$ cat config.mk
export PLATFORM = sky130hd
export DESIGN_NAME = ddr_burst_ctrl_flat
export DESIGN_NICKNAME = d
export VERILOG_FILES = /design/src/rtl/ddr_burst_ctrl_pkg.sv /design/src/rtl/ddr_burst_ctrl_if.sv /design/src/rtl/ddr_burst_fifo.sv /design/src/rtl/ddr_burst_ctrl.sv /design/src/flat_wrapper.sv
export SDC_FILE = /design/constraint.sdc
export NUM_CORES = 1
export LEC_CHECK = 0
export CAP_MARGIN = 25
export CORE_MARGIN = 2
export CORE_UTILIZATION = 58
export CTS_BUF_LIST = sky130_fd_sc_hd__clkbuf_4 sky130_fd_sc_hd__clkbuf_8 sky130_fd_sc_hd__clkbuf_16
export DETAILED_ROUTE_END_ITERATION = 10
export HOLD_SLACK_MARGIN = 0.15
export PLACE_DENSITY_LB_ADDON = 0.3
export SYNTH_ARGS = -nofsm -noshare
export SYNTH_HDL_FRONTEND = slang
export SYNTH_HIERARCHICAL = 1
export SYNTH_SLANG_ARGS = --single-unit
$ cat constraint.sdc
create_clock -name local_clk_i -period 5.8 [get_ports local_clk_i]
set_input_delay 1.45 -clock local_clk_i [delete_from_list [all_inputs] [get_ports local_clk_i]]
set_output_delay 1.45 -clock local_clk_i [all_outputs]
set_load 0.01 [all_outputs]
$ cat src/rtl/ddr_burst_ctrl_pkg.sv
// Shared types and helpers for the DDR burst bridge: FSM encoding and burst sizing functions.
package ddr_burst_pkg;

    typedef enum logic [2:0] {
        WAIT_READY,
        IDLE,
        WFILL,
        WBURST,
        RREQ,
        RDATA
    } state_e;

    function automatic int clog2(input int value);
        int r;
        r = 0;
        for (int v = value - 1; v > 0; v = v >> 1) begin
            r = r + 1;
        end
        return r;
    endfunction

    function automatic logic [31:0] burst_mask(input int w);
        return (32'd1 << w) - 32'd1;
    endfunction

endpackage

$ cat src/rtl/ddr_burst_ctrl_if.sv
// Local (Avalon-style) side of the DDR controller: request, write data and read return channels.
interface ddr_burst_ctrl_if
    import ddr_burst_pkg::*;
#(
    parameter int ADDR_WIDTH     = 25,
    parameter int DATA_WIDTH     = 32,
    parameter int MAX_BURST_LOG2 = 4
);
    localparam int LAW = ADDR_WIDTH - clog2(DATA_WIDTH / 8);

    // A request beat (write_req or read_req high) transfers on every cycle where local_ready_i is
    // also high; the master holds address, size, data and byte enables stable until then.
    // Read data has no back-pressure: each cycle with local_rdata_valid_i high is one beat.
    logic [LAW-1:0]            local_address_o;
    logic                      local_write_req_o;
    logic                      local_read_req_o;
    logic                      local_burstbegin_o;
    logic [DATA_WIDTH-1:0]     local_wdata_o;
    logic [DATA_WIDTH/8-1:0]   local_be_o;
    logic [MAX_BURST_LOG2:0]   local_size_o;
    logic [DATA_WIDTH-1:0]     local_rdata_i;
    logic                      local_rdata_valid_i;
    logic                      local_ready_i;

    modport master (
        output local_address_o, local_write_req_o, local_read_req_o, local_burstbegin_o,
               local_wdata_o, local_be_o, local_size_o,
        input  local_rdata_i, local_rdata_valid_i, local_ready_i
    );

    modport slave (
        input  local_address_o, local_write_req_o, local_read_req_o, local_burstbegin_o,
               local_wdata_o, local_be_o, local_size_o,
        output local_rdata_i, local_rdata_valid_i, local_ready_i
    );

endinterface

$ cat src/rtl/ddr_burst_fifo.sv
// Write-beat FIFO: holds {data, byte enables} between the fill phase and the local write burst.
module ddr_burst_fifo #(
    parameter int WIDTH      = 36,
    parameter int DEPTH_LOG2 = 4
) (
    input  logic                  clk_i,
    input  logic                  rst_n_i,
    input  logic                  push_i,
    input  logic [WIDTH-1:0]      push_data_i,
    input  logic                  pop_i,
    output logic [WIDTH-1:0]      head_o,
    output logic                  full_o,
    output logic                  empty_o,
    output logic [DEPTH_LOG2:0]   count_o
);
    localparam int DEPTH = 1 << DEPTH_LOG2;

    logic [WIDTH-1:0]        mem_q [DEPTH];
    logic [DEPTH_LOG2-1:0]   wr_ptr_q, wr_ptr_d;
    logic [DEPTH_LOG2-1:0]   rd_ptr_q, rd_ptr_d;
    logic [DEPTH_LOG2:0]     count_q, count_d;
    logic                    do_push, do_pop;

    // Count never exceeds DEPTH, so its top bit alone marks full.
    assign full_o  = count_q[DEPTH_LOG2];
    assign empty_o = (count_q == '0);
    assign count_o = count_q;
    assign head_o  = mem_q[rd_ptr_q];

    always_comb begin
        do_push  = push_i && !full_o;
        do_pop   = pop_i && !empty_o;
        wr_ptr_d = do_push ? wr_ptr_q + DEPTH_LOG2'(1) : wr_ptr_q;
        rd_ptr_d = do_pop ? rd_ptr_q + DEPTH_LOG2'(1) : rd_ptr_q;
        count_d  = count_q;
        if (do_push && !do_pop) begin
            count_d = count_q + (DEPTH_LOG2 + 1)'(1);
        end else if (!do_push && do_pop) begin
            count_d = count_q - (DEPTH_LOG2 + 1)'(1);
        end
    end

    always_ff @(posedge clk_i) begin
        if (do_push) begin
            mem_q[wr_ptr_q] <= push_data_i;
        end
    end

    always_ff @(posedge clk_i or negedge rst_n_i) begin
        if (!rst_n_i) begin
            wr_ptr_q <= '0;
            rd_ptr_q <= '0;
            count_q  <= '0;
        end else begin
            wr_ptr_q <= wr_ptr_d;
            rd_ptr_q <= rd_ptr_d;
            count_q  <= count_d;
        end
    end

endmodule

$ cat src/rtl/ddr_burst_ctrl.sv
// Burst bridge from the internal access port to the DDR controller local interface.
// Writes are gathered into the beat FIFO and issued as one burst; reads issue one burst request.
module ddr_burst_ctrl
    import ddr_burst_pkg::*;
#(
    parameter int ADDR_WIDTH     = 25,
    parameter int DATA_WIDTH     = 32,
    parameter int MAX_BURST_LOG2 = 4
) (
    input  logic                      local_clk_i,
    input  logic                      local_reset_n_i,
    input  logic                      acc_i,
    input  logic                      we_i,
    input  logic [31:0]               adr_i,
    input  logic [DATA_WIDTH-1:0]     dat_i,
    input  logic [DATA_WIDTH/8-1:0]   sel_i,
    input  logic [3:0]                buf_width_i,
    output logic                      ack_o,
    output logic [DATA_WIDTH-1:0]     dat_o,
    output logic [31:0]               adr_o,
    output logic                      idle_o,
    output logic                      rdy_o,
    output state_e                    state_dbg_o,
    ddr_burst_ctrl_if.master          lif
);
    localparam int B   = DATA_WIDTH / 8;
    localparam int BL2 = clog2(B);
    localparam int LAW = ADDR_WIDTH - BL2;
    localparam int SW  = MAX_BURST_LOG2 + 1;
    localparam int FW  = DATA_WIDTH + B;

    state_e            state_q, state_d;
    logic [LAW-1:0]    base_q, base_d;
    logic [SW-1:0]     n_q, n_d;
    logic [SW-1:0]     cnt_q, cnt_d;
    logic [SW-1:0]     size_q, size_d;
    logic [31:0]       adr_q, adr_d;
    logic              wreq_q, wreq_d;
    logic              rreq_q, rreq_d;
    logic              bb_q, bb_d;
    logic              idle_q, idle_d;

    int                w_eff;
    logic [31:0]       word_mask, byte_mask;
    logic [SW-1:0]     n_new;
    logic              fill_push, burst_pop;
    logic              fifo_full, fifo_empty;
    logic [SW-1:0]     fifo_count;
    logic [FW-1:0]     fifo_head;

    assign fill_push = (state_q == WFILL) && acc_i && we_i && !fifo_full;
    assign burst_pop = (state_q == WBURST) && lif.local_ready_i && !fifo_empty;

    ddr_burst_fifo #(
        .WIDTH      (FW),
        .DEPTH_LOG2 (MAX_BURST_LOG2)
    ) u_fifo (
        .clk_i       (local_clk_i),
        .rst_n_i     (local_reset_n_i),
        .push_i      (fill_push),
        .push_data_i ({dat_i, sel_i}),
        .pop_i       (burst_pop),
        .head_o      (fifo_head),
        .full_o      (fifo_full),
        .empty_o     (fifo_empty),
        .count_o     (fifo_count)
    );

    assign ack_o = ((state_q == WFILL) && acc_i && we_i) ||
                   ((state_q == RDATA) && acc_i && lif.local_rdata_valid_i);
    assign dat_o       = lif.local_rdata_i;
    assign adr_o       = adr_q;
    assign idle_o      = idle_q;
    assign rdy_o       = lif.local_ready_i;
    assign state_dbg_o = state_q;

    assign lif.local_address_o    = base_q;
    assign lif.local_write_req_o  = wreq_q;
    assign lif.local_read_req_o   = rreq_q;
    assign lif.local_burstbegin_o = bb_q;
    assign lif.local_size_o       = size_q;
    assign lif.local_wdata_o      = fifo_head[FW-1:B];
    assign lif.local_be_o         = fifo_head[B-1:0];

    always_comb begin
        w_eff     = (int'(buf_width_i) > MAX_BURST_LOG2) ? MAX_BURST_LOG2 : int'(buf_width_i);
        word_mask = burst_mask(w_eff);
        byte_mask = (word_mask << BL2) | 32'(B - 1);
        n_new     = SW'(32'd1 << w_eff);

        state_d = state_q;
        base_d  = base_q;
        n_d     = n_q;
        cnt_d   = cnt_q;
        size_d  = size_q;
        adr_d   = adr_q;

        case (state_q)
            WAIT_READY: begin
                if (lif.local_ready_i) state_d = IDLE;
            end
            IDLE: begin
                if (acc_i) begin
                    base_d  = LAW'((adr_i >> BL2) & ~word_mask);
                    adr_d   = adr_i & ~byte_mask;
                    n_d     = n_new;
                    size_d  = n_new;
                    cnt_d   = '0;
                    state_d = we_i ? WFILL : RREQ;
                end
            end
            WFILL: begin
                if (fill_push) begin
                    cnt_d = cnt_q + SW'(1);
                    if (cnt_q + SW'(1) == n_q) state_d = WBURST;
                end else if (!acc_i) begin
                    // An early drop turns whatever was collected into a short burst.
                    if (cnt_q == '0) begin
                        state_d = IDLE;
                    end else begin
                        size_d  = cnt_q;
                        state_d = WBURST;
                    end
                end
            end
            WBURST: begin
                if (burst_pop && fifo_count == SW'(1)) state_d = IDLE;
            end
            RREQ: begin
                if (lif.local_ready_i) begin
                    cnt_d   = '0;
                    state_d = RDATA;
                end
            end
            RDATA: begin
                // Beats keep arriving even if the requester lost interest; count them all.
                if (lif.local_rdata_valid_i) begin
                    cnt_d = cnt_q + SW'(1);
                    adr_d = adr_q + 32'(B);
                    if (cnt_q + SW'(1) == n_q) state_d = IDLE;
                end
            end
            default: state_d = WAIT_READY;
        endcase

        wreq_d = (state_d == WBURST);
        rreq_d = (state_d == RREQ);
        idle_d = (state_d == IDLE);
        case (state_d)
            WBURST:  bb_d = (state_q != WBURST) ? 1'b1 : (bb_q && !lif.local_ready_i);
            RREQ:    bb_d = 1'b1;
            default: bb_d = 1'b0;
        endcase
    end

    always_ff @(posedge local_clk_i or negedge local_reset_n_i) begin
        if (!local_reset_n_i) begin
            state_q <= WAIT_READY;
            base_q  <= '0;
            n_q     <= SW'(1);
            cnt_q   <= '0;
            size_q  <= SW'(1);
            adr_q   <= '0;
            wreq_q  <= 1'b0;
            rreq_q  <= 1'b0;
            bb_q    <= 1'b0;
            idle_q  <= 1'b0;
        end else begin
            state_q <= state_d;
            base_q  <= base_d;
            n_q     <= n_d;
            cnt_q   <= cnt_d;
            size_q  <= size_d;
            adr_q   <= adr_d;
            wreq_q  <= wreq_d;
            rreq_q  <= rreq_d;
            bb_q    <= bb_d;
            idle_q  <= idle_d;
        end
    end

endmodule

$ cat src/flat_wrapper.sv
// flat-port wrapper written by rule: the top's interface ports become plain ports
module ddr_burst_ctrl_flat import ddr_burst_pkg::*;
#(
    parameter int ADDR_WIDTH     = 25,
    parameter int DATA_WIDTH     = 32,
    parameter int MAX_BURST_LOG2 = 4
)
  (local_clk_i, local_reset_n_i, acc_i, we_i, adr_i, dat_i, sel_i, buf_width_i, ack_o, dat_o, adr_o, idle_o, rdy_o, state_dbg_o, lif_local_address_o, lif_local_write_req_o, lif_local_read_req_o, lif_local_burstbegin_o, lif_local_wdata_o, lif_local_be_o, lif_local_size_o, lif_local_rdata_i, lif_local_rdata_valid_i, lif_local_ready_i);
  ddr_burst_ctrl_if #(.ADDR_WIDTH(ADDR_WIDTH), .DATA_WIDTH(DATA_WIDTH), .MAX_BURST_LOG2(MAX_BURST_LOG2)) lif_i ();
  input  logic local_clk_i;
  input  logic local_reset_n_i;
  input  logic acc_i;
  input  logic we_i;
  input  logic [31:0] adr_i;
  input  logic [DATA_WIDTH-1:0] dat_i;
  input  logic [DATA_WIDTH/8-1:0] sel_i;
  input  logic [3:0] buf_width_i;
  output logic ack_o;
  output logic [DATA_WIDTH-1:0] dat_o;
  output logic [31:0] adr_o;
  output logic idle_o;
  output logic rdy_o;
  output state_e state_dbg_o;
  output wire logic [$bits(lif_i.local_address_o)-1:0] lif_local_address_o;
  output wire logic [$bits(lif_i.local_write_req_o)-1:0] lif_local_write_req_o;
  output wire logic [$bits(lif_i.local_read_req_o)-1:0] lif_local_read_req_o;
  output wire logic [$bits(lif_i.local_burstbegin_o)-1:0] lif_local_burstbegin_o;
  output wire logic [$bits(lif_i.local_wdata_o)-1:0] lif_local_wdata_o;
  output wire logic [$bits(lif_i.local_be_o)-1:0] lif_local_be_o;
  output wire logic [$bits(lif_i.local_size_o)-1:0] lif_local_size_o;
  input wire logic [$bits(lif_i.local_rdata_i)-1:0] lif_local_rdata_i;
  input wire logic [$bits(lif_i.local_rdata_valid_i)-1:0] lif_local_rdata_valid_i;
  input wire logic [$bits(lif_i.local_ready_i)-1:0] lif_local_ready_i;
  assign lif_local_address_o = lif_i.local_address_o;
  assign lif_local_write_req_o = lif_i.local_write_req_o;
  assign lif_local_read_req_o = lif_i.local_read_req_o;
  assign lif_local_burstbegin_o = lif_i.local_burstbegin_o;
  assign lif_local_wdata_o = lif_i.local_wdata_o;
  assign lif_local_be_o = lif_i.local_be_o;
  assign lif_local_size_o = lif_i.local_size_o;
  assign lif_i.local_rdata_i = lif_local_rdata_i;
  assign lif_i.local_rdata_valid_i = lif_local_rdata_valid_i;
  assign lif_i.local_ready_i = lif_local_ready_i;
  ddr_burst_ctrl #(.ADDR_WIDTH(ADDR_WIDTH), .DATA_WIDTH(DATA_WIDTH), .MAX_BURST_LOG2(MAX_BURST_LOG2)) u_core (.local_clk_i(local_clk_i), .local_reset_n_i(local_reset_n_i), .acc_i(acc_i), .we_i(we_i), .adr_i(adr_i), .dat_i(dat_i), .sel_i(sel_i), .buf_width_i(buf_width_i), .ack_o(ack_o), .dat_o(dat_o), .adr_o(adr_o), .idle_o(idle_o), .rdy_o(rdy_o), .state_dbg_o(state_dbg_o), .lif(lif_i));
endmodule
==> metrics.txt <==
clock buffer depth 3; crit-path most repeated cell o21ai_0; asr flop ratio synth 13.3%; minimum clock period 5130 ps; total global routing overflow 0; commonest non-fill, non-tap cell in the layout edfxtp_1; first-pass GRT wire length 96,100 µm; static leakage 11.0 nW; Hold WC Path Type register to register; clock sink count 664; Yosys warning count 6; Fmax 0.195 GHz; Final Wtd Congestion 0.861; Detailed Route Iter0 Violations 1,695; RSZ-0062 raised after global routing false; Crit path required time 4350 ps; Clk pwr share 30.1%; startpoint types register; CP Capture Type output port; layout cells sized above 1 17.6%; DRC 0; Reg clk slew, reported paths 60 ps; Reg area 19,500 µm²; Die Area 49,400 µm²; clk root buf clkbuf_16; Vias/cell 6.30; Initial Util 59.1%; mapped cell area 27,600 µm²; post-CTS sizing 0; maximum VDD drop 0.312 mV; vias 15,800; predominant post-synthesis flop cell edfxtp_1; Initial DRT Pass Iterations 5; Post-CTS Setup Repair Bufs 0; CP max stage delay 720 ps; Pwr Total 0.0144 W; final critical-path share of the clock period 88.4%; Flop pwr share 41.1%; Worst Skew 31.7 ps; DP Worst Slack 1190 ps; vias in the first global route 16,000; commonest non-fill, non-tap cells in the layout edfxtp_1, clkdlybuf4s50_1, nand2_1, mux2i_1, o21ai_0; Avg Inst Size Synth 16.5 µm²; Max Cap Viol 0; crit path DAT 3680 ps; DRT Wirelength 63,100 µm; largest net degree at the start of global routing 55; DRT antenna net count 0; fin worst setup slack 673 ps; Multi-input gate area 7290 µm²; Post-synth EDFFs 576; CTS tree done; crit path buf inv count 2; dpl hpwl 35,100 µm; Synth Register Bits 664; Inserted Clock Buffers 68; CP Class register to output port; row count 79; Gate Count Post-Synth 1,677; Rel. slew slack 39.6%; critical-path cell list nand2b_2, buf_4, o21ai_0, a21oi_1, o21ai_0, nand2_1, clkdlybuf4s50_1; core area 46,800 µm²; initial antenna violation count 3; CP delay by family, top buffers and inverters; WL per Instance 25.2 µm; maximum fanout along the worst path 30; Post-CTS Hold Buffers 0; final setup TNS 0 ps; Chip Width 222 µm; Worst-Skew Late Latency 610 ps; Area Growth Syn to Fin 16.1%; Filler cells 3,045; Final setup violation count 0; I/O Buffers 178; H-tree levels 3; Boundary Pins 247; max-slew violations 0; internal power 0.0101 W; status finished, final reports clean; Combinational Power Share 28.8%; Worst-Margin Slew 906 ps; pwr/cell area 450 nW/µm²; switching part of the total 29.9%; Seq/Total Area, Yosys 70.6%; synth unique cells 80; chip height 222 µm; nets@finish 1,969; endpoints failing hold 0; slowest CP cell dfrtp_4; Total GRT Usage 25.9%; sw power 0.00432 W
[state kept, by name (all words and copies together) (netlist names)]
signal and cells:
u_core/adr_o 30, u_core/cnt_q 5, u_core/idle_o 1, u_core/lif.local_address_o 23
u_core/lif.local_burstbegin_o 1, u_core/lif.local_read_req_o 1, u_core/lif.local_size_o 5, u_core/lif.local_write_req_o 1
u_core/n_q 5, u_core/state_dbg_o 3, u_core/u_fifo/count_o 5, u_core/u_fifo/mem_q 576
u_core/u_fifo/rd_ptr_q 4, u_core/u_fifo/wr_ptr_q 4
[stage by stage]
step,hold WS [ps],utilization (%),instances,instance area [µm²]
2_1_floorplan,453,-,1678,27600
3_3_place_gp,462,63.8,2381,29800
3_5_place_dp,467,63.8,2381,29800
4_1_cts,481,68.6,2502,32100
5_1_grt,501,68.6,2504,32100
6_report,476,68.6,2504,32100
[cells in the mapped netlist (all sizes together), types with 5 or more instances]
cell type    n  area (µm²)
edfxtp     576       17300
nand2      148         556
o21ai      113         566
mux2i      111        1110
buf         96         736
dfrtp       86        2150
a21oi       83         423
mux4        72        1660
nor2        43         164
a221oi      39         548
mux2        39         439
a22oi       38         285
clkbuf      32         151
nor3        20         110
inv         19        71.3
nand3       19         108
ha          14         175
nand4       12        87.6
xnor2       12         105
o22ai        9        56.3
nand2b       7        43.8
a211oi       6        45.0
o32ai        6        60.1
or3          6        47.5
o31ai        5        37.5
xor2         5        43.8
[power groups by stage]
stage,clock network [W],logic [W],registers [W]
after floorplan,0,0.00280,0.00590
after global placement,0,0.00409,0.00601
after detailed placement,0,0.00415,0.00602
after CTS,0.00441,0.00418,0.00593
after global routing,0.00460,0.00448,0.00598
final,0.00434,0.00416,0.00593
[cells by family after synthesis]
family	Yosys count	share of synthesized area (%)
adder cells (fa/ha/maj)	15	0.707
flip-flops	664	70.6
multiplexers	222	11.6
other	1	0.0136
AND/OR/NAND/NOR	288	5.02
buffers and inverters	147	3.47
XOR/XNOR	17	0.539
AO/OA/AOI/OAI	323	8.03
[layout make-up]
type / instances / area share [%]
Sequential cell: 664 / 60.8
Multi-Input combinational cell: 867 / 22.7
Timing Repair Buffer: 224 / 6.90
Clock buffer: 92 / 5.92
Tap cell: 607 / 2.37
Clock inverter: 29 / 0.987
Inverter: 19 / 0.222
Antenna cell: 2 / 0.0156
[tightest hold or removal path: stages, from the launching register on]
cell and delay (ps):
dfrtp_1 340, nand2_1 50, nand2_1 60
[layer usage]
metal | wire length [µm] | part of all wire (%) | GRT usage [%]
met5 | 16 | 0.025 | 0
met4 | 1490 | 2.4 | 8.72
met3 | 5050 | 8.0 | 4.43
met2 | 31000 | 49 | 41.9
met1 | 25600 | 41 | 36.2
[worst paths after layout]
kind                                                    start                             end  slack (ps)  depth (start not counted)
max in group asynchronous                     local_reset_n_i  u_core/lif.local_address_o[17]        3910                          2
worst max register to register          u_core/state_dbg_o[1]      u_core/u_fifo/mem_q[15][6]        1730                          6
min in group asynchronous                     local_reset_n_i       u_core/u_fifo/rd_ptr_q[0]         810                          1
worst min register to register  u_core/lif.local_address_o[5]   u_core/lif.local_address_o[5]         480                          2
worst min-delay path            u_core/lif.local_address_o[5]   u_core/lif.local_address_o[5]         480                          2
worst max-delay path                u_core/u_fifo/rd_ptr_q[1]           lif_local_wdata_o[21]         670                          7
Power figures use the tool's default switching activity.
